**src/rtl/mem_lsu_if.sv**
```systemverilog
// Core-side request, BRAM port-B, and writeback/error signals of the load/store unit.
interface mem_lsu_if #(
   parameter int TAG_W = 5
);
   logic             req_valid;
   logic             req_ready;
   logic             req_store;
   logic [2:0]       req_funct3;
   logic [31:0]      req_addr;
   logic [31:0]      req_wdata;
   logic [TAG_W-1:0] req_tag;
   logic             mem_en;
   logic [3:0]       mem_we;
   logic [31:0]      mem_addr;
   logic [31:0]      mem_din;
   logic [31:0]      mem_dout;
   logic             mem_rvalid;
   logic             mem_acc_rd;
   logic             mem_acc_wr;
   logic             ld_valid;
   logic [31:0]      ld_data;
   logic [TAG_W-1:0] ld_tag;
   logic             err_valid;
   logic [1:0]       err_cause;
   logic [31:0]      err_addr;
   logic             spurious_err;

   // LSU side
   modport slave (
      input  req_valid, req_store, req_funct3, req_addr, req_wdata, req_tag,
             mem_dout, mem_rvalid, mem_acc_rd, mem_acc_wr,
      output req_ready, mem_en, mem_we, mem_addr, mem_din,
             ld_valid, ld_data, ld_tag, err_valid, err_cause, err_addr, spurious_err
   );

   // core / memory side
   modport master (
      output req_valid, req_store, req_funct3, req_addr, req_wdata, req_tag,
             mem_dout, mem_rvalid, mem_acc_rd, mem_acc_wr,
      input  req_ready, mem_en, mem_we, mem_addr, mem_din,
             ld_valid, ld_data, ld_tag, err_valid, err_cause, err_addr, spurious_err
   );
endinterface

```
**src/rtl/mem_lsu.sv**
```systemverilog
// Load/store unit: turns core requests into word-aligned BRAM accesses with byte
// enables, keeps a FIFO of in-flight loads, and aligns/extends returned data.
module mem_lsu #(
   parameter int QDEPTH = 4,
   parameter int TAG_W  = 5
) (
   input  logic      clk,
   input  logic      rst,
   mem_lsu_if.slave  bus
);
   localparam int PTR_W = $clog2(QDEPTH);

   typedef struct packed {
      logic [2:0]       f3;
      logic [1:0]       off;
      logic [TAG_W-1:0] tag;
   } qent_t;

   qent_t            q_mem_q [QDEPTH];
   logic [PTR_W-1:0] head_q, head_d, tail_q, tail_d;
   logic [PTR_W:0]   cnt_q, cnt_d;
   logic             q_full, q_empty;

   logic             illegal, misal, fault;
   logic             accept, good, push, pop;
   logic [1:0]       off;
   logic [3:0]       we_raw;
   logic [31:0]      din_raw;
   qent_t            head_ent;
   logic [31:0]      shifted, ext_data;

   logic             ld_valid_q;
   logic [31:0]      ld_data_q;
   logic [TAG_W-1:0] ld_tag_q;
   logic             err_valid_q;
   logic [1:0]       err_cause_q;
   logic [31:0]      err_addr_q;
   logic             spurious_q;

   assign off     = bus.req_addr[1:0];
   assign q_full  = (cnt_q == (PTR_W+1)'(QDEPTH));
   assign q_empty = (cnt_q == '0);

   // Classify the request: unknown sizes and unsigned stores are illegal, which
   // takes priority over any alignment problem.
   always_comb begin
      illegal = 1'b0;
      misal   = 1'b0;
      case (bus.req_funct3)
         3'b000:         misal = 1'b0;
         3'b001:         misal = bus.req_addr[0];
         3'b010:         misal = |bus.req_addr[1:0];
         3'b100, 3'b101: begin
            illegal = bus.req_store;
            misal   = bus.req_funct3[0] & bus.req_addr[0];
         end
         default:        illegal = 1'b1;
      endcase
   end

   assign fault = illegal | misal;

   // Faulting requests are always consumed; full-queue backpressure uses the
   // registered count only, so a same-cycle pop never frees a slot for a push.
   assign bus.req_ready = ~rst & (fault | (bus.req_store ? bus.mem_acc_wr
                                                         : (bus.mem_acc_rd & ~q_full)));
   assign accept = bus.req_valid & bus.req_ready;
   assign good   = accept & ~fault;
   assign push   = good & ~bus.req_store;
   assign pop    = bus.mem_rvalid & ~q_empty;

   // Store lane steering: byte/half data replicated so any lane sees it.
   always_comb begin
      we_raw  = 4'h0;
      din_raw = 32'h0;
      if (bus.req_store) begin
         case (bus.req_funct3[1:0])
            2'b00: begin
               we_raw  = 4'b0001 << off;
               din_raw = {4{bus.req_wdata[7:0]}};
            end
            2'b01: begin
               we_raw  = 4'b0011 << off;
               din_raw = {2{bus.req_wdata[15:0]}};
            end
            default: begin
               we_raw  = 4'hF;
               din_raw = bus.req_wdata;
            end
         endcase
      end
   end

   assign bus.mem_en   = good;
   assign bus.mem_we   = good ? we_raw : 4'h0;
   assign bus.mem_din  = din_raw;
   assign bus.mem_addr = {2'b00, bus.req_addr[31:2]};

   // Queue pointer / occupancy next state; power-of-2 depth lets pointers wrap.
   always_comb begin
      head_d = head_q;
      tail_d = tail_q;
      cnt_d  = cnt_q;
      if (push) tail_d = tail_q + 1'b1;
      if (pop)  head_d = head_q + 1'b1;
      case ({push, pop})
         2'b10:   cnt_d = cnt_q + 1'b1;
         2'b01:   cnt_d = cnt_q - 1'b1;
         default: cnt_d = cnt_q;
      endcase
   end

   // Queue entry storage; contents are don't-care until pushed.
   always_ff @(posedge clk) begin
      if (push) q_mem_q[tail_q] <= '{f3: bus.req_funct3, off: off, tag: bus.req_tag};
   end

   // Align the returned word to the head entry's byte offset and extend.
   always_comb begin
      head_ent = q_mem_q[head_q];
      shifted  = bus.mem_dout >> {head_ent.off, 3'b000};
      case (head_ent.f3)
         3'b000:  ext_data = {{24{shifted[7]}}, shifted[7:0]};
         3'b100:  ext_data = {24'h0, shifted[7:0]};
         3'b001:  ext_data = {{16{shifted[15]}}, shifted[15:0]};
         3'b101:  ext_data = {16'h0, shifted[15:0]};
         default: ext_data = bus.mem_dout;
      endcase
   end

   // Pointers, registered result/error outputs and the sticky spurious flag.
   always_ff @(posedge clk) begin
      if (rst) begin
         head_q      <= '0;
         tail_q      <= '0;
         cnt_q       <= '0;
         ld_valid_q  <= 1'b0;
         ld_data_q   <= '0;
         ld_tag_q    <= '0;
         err_valid_q <= 1'b0;
         err_cause_q <= '0;
         err_addr_q  <= '0;
         spurious_q  <= 1'b0;
      end else begin
         head_q      <= head_d;
         tail_q      <= tail_d;
         cnt_q       <= cnt_d;
         ld_valid_q  <= pop;
         err_valid_q <= accept & fault;
         if (pop) begin
            ld_data_q <= ext_data;
            ld_tag_q  <= head_ent.tag;
         end
         if (accept & fault) begin
            err_cause_q <= illegal ? 2'b10 : 2'b01;
            err_addr_q  <= bus.req_addr;
         end
         if (bus.mem_rvalid & q_empty) spurious_q <= 1'b1;
      end
   end

   assign bus.ld_valid     = ld_valid_q;
   assign bus.ld_data      = ld_data_q;
   assign bus.ld_tag       = ld_tag_q;
   assign bus.err_valid    = err_valid_q;
   assign bus.err_cause    = err_cause_q;
   assign bus.err_addr     = err_addr_q;
   assign bus.spurious_err = spurious_q;
endmodule

```
**src/flat_wrapper.sv**
```systemverilog
// flat-port wrapper written by rule: the top's interface ports become plain ports
module mem_lsu_flat 
#(
   parameter int QDEPTH = 4,
   parameter int TAG_W  = 5
)
  (clk, rst, bus_req_valid, bus_req_store, bus_req_funct3, bus_req_addr, bus_req_wdata, bus_req_tag, bus_mem_dout, bus_mem_rvalid, bus_mem_acc_rd, bus_mem_acc_wr, bus_req_ready, bus_mem_en, bus_mem_we, bus_mem_addr, bus_mem_din, bus_ld_valid, bus_ld_data, bus_ld_tag, bus_err_valid, bus_err_cause, bus_err_addr, bus_spurious_err);
  mem_lsu_if #(.TAG_W(TAG_W)) bus_i ();
  input  logic clk;
  input  logic rst;
  input wire logic [$bits(bus_i.req_valid)-1:0] bus_req_valid;
  input wire logic [$bits(bus_i.req_store)-1:0] bus_req_store;
  input wire logic [$bits(bus_i.req_funct3)-1:0] bus_req_funct3;
  input wire logic [$bits(bus_i.req_addr)-1:0] bus_req_addr;
  input wire logic [$bits(bus_i.req_wdata)-1:0] bus_req_wdata;
  input wire logic [$bits(bus_i.req_tag)-1:0] bus_req_tag;
  input wire logic [$bits(bus_i.mem_dout)-1:0] bus_mem_dout;
  input wire logic [$bits(bus_i.mem_rvalid)-1:0] bus_mem_rvalid;
  input wire logic [$bits(bus_i.mem_acc_rd)-1:0] bus_mem_acc_rd;
  input wire logic [$bits(bus_i.mem_acc_wr)-1:0] bus_mem_acc_wr;
  output wire logic [$bits(bus_i.req_ready)-1:0] bus_req_ready;
  output wire logic [$bits(bus_i.mem_en)-1:0] bus_mem_en;
  output wire logic [$bits(bus_i.mem_we)-1:0] bus_mem_we;
  output wire logic [$bits(bus_i.mem_addr)-1:0] bus_mem_addr;
  output wire logic [$bits(bus_i.mem_din)-1:0] bus_mem_din;
  output wire logic [$bits(bus_i.ld_valid)-1:0] bus_ld_valid;
  output wire logic [$bits(bus_i.ld_data)-1:0] bus_ld_data;
  output wire logic [$bits(bus_i.ld_tag)-1:0] bus_ld_tag;
  output wire logic [$bits(bus_i.err_valid)-1:0] bus_err_valid;
  output wire logic [$bits(bus_i.err_cause)-1:0] bus_err_cause;
  output wire logic [$bits(bus_i.err_addr)-1:0] bus_err_addr;
  output wire logic [$bits(bus_i.spurious_err)-1:0] bus_spurious_err;
  assign bus_i.req_valid = bus_req_valid;
  assign bus_i.req_store = bus_req_store;
  assign bus_i.req_funct3 = bus_req_funct3;
  assign bus_i.req_addr = bus_req_addr;
  assign bus_i.req_wdata = bus_req_wdata;
  assign bus_i.req_tag = bus_req_tag;
  assign bus_i.mem_dout = bus_mem_dout;
  assign bus_i.mem_rvalid = bus_mem_rvalid;
  assign bus_i.mem_acc_rd = bus_mem_acc_rd;
  assign bus_i.mem_acc_wr = bus_mem_acc_wr;
  assign bus_req_ready = bus_i.req_ready;
  assign bus_mem_en = bus_i.mem_en;
  assign bus_mem_we = bus_i.mem_we;
  assign bus_mem_addr = bus_i.mem_addr;
  assign bus_mem_din = bus_i.mem_din;
  assign bus_ld_valid = bus_i.ld_valid;
  assign bus_ld_data = bus_i.ld_data;
  assign bus_ld_tag = bus_i.ld_tag;
  assign bus_err_valid = bus_i.err_valid;
  assign bus_err_cause = bus_i.err_cause;
  assign bus_err_addr = bus_i.err_addr;
  assign bus_spurious_err = bus_i.spurious_err;
  mem_lsu #(.QDEPTH(QDEPTH), .TAG_W(TAG_W)) u_core (.clk(clk), .rst(rst), .bus(bus_i));
endmodule
```
**config.mk**
```make
export PLATFORM = sky130hd
export DESIGN_NAME = mem_lsu_flat
export DESIGN_NICKNAME = d
export VERILOG_FILES = /design/src/rtl/mem_lsu_if.sv /design/src/rtl/mem_lsu.sv /design/src/flat_wrapper.sv
export SDC_FILE = /design/constraint.sdc
export NUM_CORES = 1
export LEC_CHECK = 0
export CAP_MARGIN = 20
export CORE_AREA = 10 10 131 133
export DETAILED_ROUTE_END_ITERATION = 8
export DIE_AREA = 0 0 141 143
export PLACE_DENSITY_LB_ADDON = 0.2
export SETUP_SLACK_MARGIN = 0.02
export SLEW_MARGIN = 20
export SYNTH_ARGS = -nofsm -noshare
export SYNTH_HDL_FRONTEND = slang
export SYNTH_SLANG_ARGS = --single-unit
```
**constraint.sdc**
```tcl
create_clock -name clk -period 4.9 [get_ports clk]
set_clock_uncertainty 0.2 [all_clocks]
set_input_delay 1.47 -clock clk [delete_from_list [all_inputs] [get_ports clk]]
set_output_delay 1.47 -clock clk [all_outputs]
set_load 0.005 [all_outputs]
```
==> run metrics, run 1 <==
R2R setup slack 1.68 ns; max-cap violations 0; Hold Vio Cnt, Final 0; Reg power frac 39.2%; RSZ-0062 raised after global routing false; placed insts 1,013; Final nets 968; fmax 210 MHz; Die Ht 143 um; net switching power 730 uW; TritonCTS buffer count 17; crit path cell chain clkdlybuf4s50_1, inv_1, o31a_1, nor3_2, buf_4, nand2_1, a31oi_1, dlygate4sd2_1; R2R cell count 5; die area 20,200 um^2; Clock Path Buffers 2; Clock power frac a little under half; post-route DRC violation count 0; final WL 20,100 um; WP buf/inv 4; CTS root buf clkbuf_16; Switching Share approximately a quarter; final setup vio count 0; Tightest Hold Check Type flop to flop; #FFs+latches synth 123; synth top area cells dfxtp_1, edfxtp_1, nand2_1; Least-Margin Pin Slew 0.936 ns; largest net degree at the start of global routing 82; Post-Syn Area 6120 um^2; status finished, final reports clean; Ys Warns 0; IO Count 255; Core ar. between 10,000 and 15,000 um^2; number of global-route vias before repair 5,759; fin cells around 1,000; Syn-to-layout area delta 51.8%; antenna cells 0; Worst path slowest cell clkdlybuf4s50_1; worst-skew pair later-pin latency roughly 0.41 ns; aggregate global routing overflow 0; Die Wd 141 um; DRT Pass-1 Iters 5; Sink Count 123; post-DP HPWL approximately 15,000 um; layout cells sized above 1 about a tenth; crit share post-route 97.3%; leakage power around 0.0034 uW; ANT nets after route 0; Max H-tree Level 4; Yosys top cell area share 27.2%; FF-to-FF End u_core.bus.ld_data[18]; Logic pwr share 14.6%; WS Path Type primary input to output port; most common cell after layout, fill and taps aside clkdlybuf4s50_1; peak supply drop 0.246 mV; DR iter-0 viols 272; first-pass GRT wire length 31,100 um; cell depth of the worst hold path 2; sequential share of the synthesized area 46.8%; data arrival time of the worst path 3.10 ns; Avg Vias per Cell 5.34; synth unique cells 55; Port Buffers 252; dpl cell area 8600 um^2; CP delay by family, top buffers and inverters; synthesized instance count roughly 630; HP Start u_core.bus.err_addr[8]; vias post-DR 5,597; Power Internal a little over 2000 uW; ys async rst share 0%; average routed wire per standard cell 19.2 um; FP Rows 44; Crit Path Max Fanout 4; Setup WS post-layout roughly 0.13 ns; most frequent cells in the layout clkdlybuf4s50_1, nand2_1, dfxtp_1; minimum clock period after layout between 4 and 5 ns; critical path data required time 3.23 ns; cell accounting for the most synthesized area dfxtp_1; initial antenna violation count 0; TritonCTS clock tree built; Design Area, Final ~9300 um^2; Clock transition at path regs around 0.060 ns; number of flops mapped to enable cells by yosys 40; Worst setup EP type output port; Initial Util 42.4%; Post-CTS Hold Buffers 0; Max transition margin 37.6%; Syn Area/Cell 9.68 um^2; sink of the worst hold path u_core.bus.err_addr[8]; critical path startpoint category primary input; Place WS -0.291 ns; CP peak stage delay 0.46 ns; Tot GR Track Use between 10% and 20%; power density cells 299 nW/um^2; Pins Over Slew Limit 0; Final GP Congestion 0.898; Synth Flop Type dfxtp_1
final cells by class:
class / instances / area [um^2]
clock inverters: 15 / 183
fillers: 1156 / 5140
clock buffers: 17 / 425
flip-flops and latches: 123 / 2860
inverters: 11 / 41.3
well taps: 184 / 230
multi-input cells: 422 / 2790
repair buffers: 276 / 2750
worst max path at each step:
stage	from	cells past startpoint	slack [ns]	to
final	bus_mem_acc_rd	8	0.13	bus_mem_we[2]
after global routing	bus_mem_acc_rd	8	0.007	bus_mem_we[2]
after CTS	bus_req_addr[0]	8	0.03	bus_mem_en
after detailed placement	bus_req_addr[0]	9	-0.29	bus_mem_we[2]
after global placement	bus_req_addr[0]	9	-0.29	bus_mem_we[2]
after floorplan	bus_req_funct3[1]	5	0.58	bus_mem_din[24]
metal layers:
metal	global-route usage [%]	wire, um	vias to the layer above
met5	0	0	-
met2	33.5	10400	246
met1	20.8	7660	2654
met3	7.93	1880	20
li1	-	-	2677
met4	4.51	229	0
power by group through the flow:
stage / Clock, uW / Combinational, uW / Sequential [uW]
global route: 1350 / 437 / 1090
detailed placement: 0 / 398 / 1110
CTS: 1300 / 406 / 1090
floorplan: 0 / 157 / 1110
finish: 1280 / 405 / 1090
global placement: 0 / 392 / 1110
registers in the layout, summed over array words and instances, names as in the netlist, named ones only:
name	count
u_core.head_q	2
u_core.bus.ld_tag	5
u_core.q_mem_q	40
u_core.tail_q	2
u_core.bus.ld_valid	1
u_core.bus.err_valid	1
u_core.cnt_q	3
u_core.bus.err_cause	2
u_core.bus.err_addr	32
u_core.bus.spurious_err	1
u_core.bus.ld_data	32
through the flow:
stage | utilization [%] | hold slack, ns | TNS, ns | total power (uW)
after floorplan | - | 0.253 | 0 | 1270
after global placement | 59.6 | 0.243 | -1.60 | 1500
after detailed placement | 59.6 | 0.249 | -1.95 | 1510
after CTS | 64.2 | 0.259 | 0 | 2800
after global routing | 64.4 | 0.269 | 0 | 2880
final | 64.4 | 0.256 | 0 | 2780
cells in the mapped netlist, drive strengths merged, types with 4 or more instances:
master,instances
nor4,5
clkbuf,33
nand2,131
dfxtp,83
edfxtp,40
a221oi,23
ha,5
a22oi,7
o21ai,12
a21oi,48
nor2,38
a2bb2oi,7
and2,13
a211oi,8
inv,9
o211ai,16
o211a,8
nor3,4
nand2b,6
buf,44
a311oi,7
a21boi,8
mux4,10
mux2i,29
nor2b,9
worst min-delay path, delay by kind of cell (launching register included):
family,cells,cell delay [ns]
simple gates,1,0.05
flops,1,0.30
compound gates,1,0.06
cells by family after synthesis:
| group | after synthesis | synth area share (%) |
|---|---|---|
| and+or+nand+nor | 216 | 15.2 |
| buffers and inverters | 88 | 7.84 |
| other | 1 | 0.0613 |
| xor gates and xnor gates | 6 | 0.859 |
| AOI/OAI and AO/OA | 151 | 18.6 |
| muxes | 41 | 9.35 |
| adders and majority gates | 6 | 1.35 |
| DFF | 123 | 46.8 |
repair_timing:
action,4_1_cts,5_1_grt
endpoints found under the hold margin,0,0
gates cloned,1,0
buffers inserted,0,2
pin swaps,1,1
resized for setup,17,3
setup endpoints to repair,20,5
(Power assumes the default switching activity.)
==> inputs of run 2 (changes only) <==
--- a/config.mk
+++ b/config.mk
@@ -6,10 +6,12 @@
 export NUM_CORES = 1
 export LEC_CHECK = 0
 export CAP_MARGIN = 20
-export CORE_AREA = 10 10 131 133
+export CELL_PAD_IN_SITES_DETAIL_PLACEMENT = 0
+export CELL_PAD_IN_SITES_GLOBAL_PLACEMENT = 1
+export CORE_AREA = 10 10 150 152
 export DETAILED_ROUTE_END_ITERATION = 8
-export DIE_AREA = 0 0 141 143
-export PLACE_DENSITY_LB_ADDON = 0.2
+export DIE_AREA = 0 0 160 162
+export PLACE_DENSITY_LB_ADDON = 0.1
 export SETUP_SLACK_MARGIN = 0.02
 export SLEW_MARGIN = 20
 export SYNTH_ARGS = -nofsm -noshare
==> run metrics, run 2 (synthesis results as in run 1) <==
status finished, final reports clean; first-pass GRT wire length 33,400 um (+7.3%); most frequent cells in the layout clkdlybuf4s50_1, nand2_1, dfxtp_1; crit share post-route 97.7% (+0.48 points); initial antenna violation count 0 (unchanged); most common cell after layout, fill and taps aside clkdlybuf4s50_1; leakage power 0.00339 uW (+1.1%); largest reg by FF count u_core.q_mem_q; number of global-route vias before repair 5,887 (+2.2%); largest net degree at the start of global routing 82 (unchanged); aggregate global routing overflow 0 (unchanged); data arrival time of the worst path 3.12 ns (+0.02 ns); Hold Vio Cnt, Final 0 (unchanged); Pins Over Slew Limit 0 (unchanged); critical path startpoint category primary input; Die Wd 160 um (+13%); final WL 21,300 um (+6.0%); Clock Path Buffers 2 (unchanged); Least-Margin Pin Slew 0.947 ns (+0.0112 ns); placed insts 1,095 (+8.1%); CP peak stage delay 0.53 ns (+0.07 ns); number of flip-flops under the largest register name 40 (unchanged); Crit Path Max Fanout 19 (+15); average routed wire per standard cell 18.8 um (-2.2%); post-route DRC violation count 0 (unchanged); critical path data required time 3.23 ns (about the same); Core Util, Final 48.6% (-16 points); R2R cell count 5 (unchanged); Design Area, Final 9430 um^2 (+1.6%); worst-skew pair later-pin latency 0.40 ns (about the same); Post-CTS Hold Buffers 0 (unchanged); Tot GR Track Use 16.0% (-3.0 points); FP Rows 51 (+16%); Avg Vias per Cell 4.88 (-8.6%); Worst setup EP type output port; TritonCTS clock tree built; crit path cell chain clkdlybuf4s50_1, buf_12, clkinv_1, buf_12, nand2_1, o211a_1, clkdlybuf4s50_1; RSZ-0062 raised after global routing false; post-DP HPWL 15,900 um (+5.7%); DRT Pass-1 Iters 4 (-1); dpl cell area 8710 um^2 (+1.3%); DR iter-0 viols 220 (-19%); fmax 209 MHz (-0.49%); WS Path Type primary input to output port; Final nets 975 (+0.72%); minimum clock period after layout 4.79 ns (+0.0235 ns); power density cells 293 nW/um^2 (-1.9%); Tightest Hold Check Type flop to flop; Final GP Congestion 0.827 (-7.9%); Initial Util 31.5% (-11 points); peak supply drop 0.207 mV (-16%); vias post-DR 5,543 (-0.96%); die area 25,900 um^2 (+29%); final setup vio count 0 (unchanged); Sink Count 123 (unchanged); Syn-to-layout area delta 54.3%; TritonCTS buffer count 17 (unchanged); Design Power 2770 uW (-0.37%); Clock transition at path regs 0.05 ns (about the same); CTS root buf clkbuf_16; antenna cells 0 (unchanged); Max transition margin 36.9% (-0.74 points); cell depth of the worst hold path 2 (unchanged); Die Ht 162 um (+13%); max-cap violations 0 (unchanged); Max H-tree Level 4 (unchanged); layout cells sized above 1 10.8% (+1.3 points); ANT nets after route 0 (unchanged); Core ar. 19,400 um^2 (+34%); fin cells 1,136 (+8.4%); Port Buffers 252 (unchanged); Worst path slowest cell clkdlybuf4s50_1; IO Count 255 (unchanged)
run 2: path summary, 6_finish.rpt:
check / startpoint / endpoint / slack, ns
setup / recovery: bus_req_funct3[1] / bus_mem_din[25] / 0.11
hold / removal: u_core.bus.err_addr[26] / u_core.bus.err_addr[26] / 0.25
setup reg to reg: flop / u_core.bus.ld_data[17] / 1.61
hold reg to reg: u_core.bus.err_addr[26] / u_core.bus.err_addr[26] / 0.25
run 2: layer usage:
layer | wire, um | vias up | GRT usage (%)
li1 | - | 2691 | -
met1 | 8800 | 2651 | 18.6
met2 | 10200 | 190 | 26.0
met3 | 2180 | 11 | 8.14
met4 | 161 | 0 | 3.46
met5 | 0 | - | 0
run 2: metrics by stage:
stage	setup TNS, ns	hold WS (ns)	setup WS (ns)
floorplan	0	0.253	0.584
detailed placement	-1.61	0.246	-0.304
finish	0	0.252	0.111
global route	0	0.276	0.0321
CTS	0	0.254	0.0121
global placement	-1.49	0.242	-0.315
run 2: cell type report:
cell class / count / area (um^2)
Sequential cell: 123 / 2860
Fill cell: 1844 / 9960
Clock inverter: 14 / 171
Inverter: 11 / 41.3
Clock buffer: 18 / 429
Timing Repair Buffer: 283 / 2780
Tap cell: 265 / 332
Multi-Input combinational cell: 422 / 2820
run 2: power by group:
group	switching, uW	total, uW	internal, uW
clock network	467	1270	800
registers	14.2	1090	1080
logic	175	410	235
total	657	2770	2110
run 2: repair_timing:
| action | in CTS | in global routing |
|---|---|---|
| buffers inserted | 6 | 3 |
| pin swaps | 4 | 2 |
| endpoints found under the setup margin | 22 | 16 |
| resized for setup | 20 | 15 |
run 2: worst max-delay path, delay by kind of cell:
kind,cells,cell delay (ns)
AOI/OAI and AO/OA,1,0.15
buffers and inverters,5,1.43
and+or+nand+nor,1,0.06
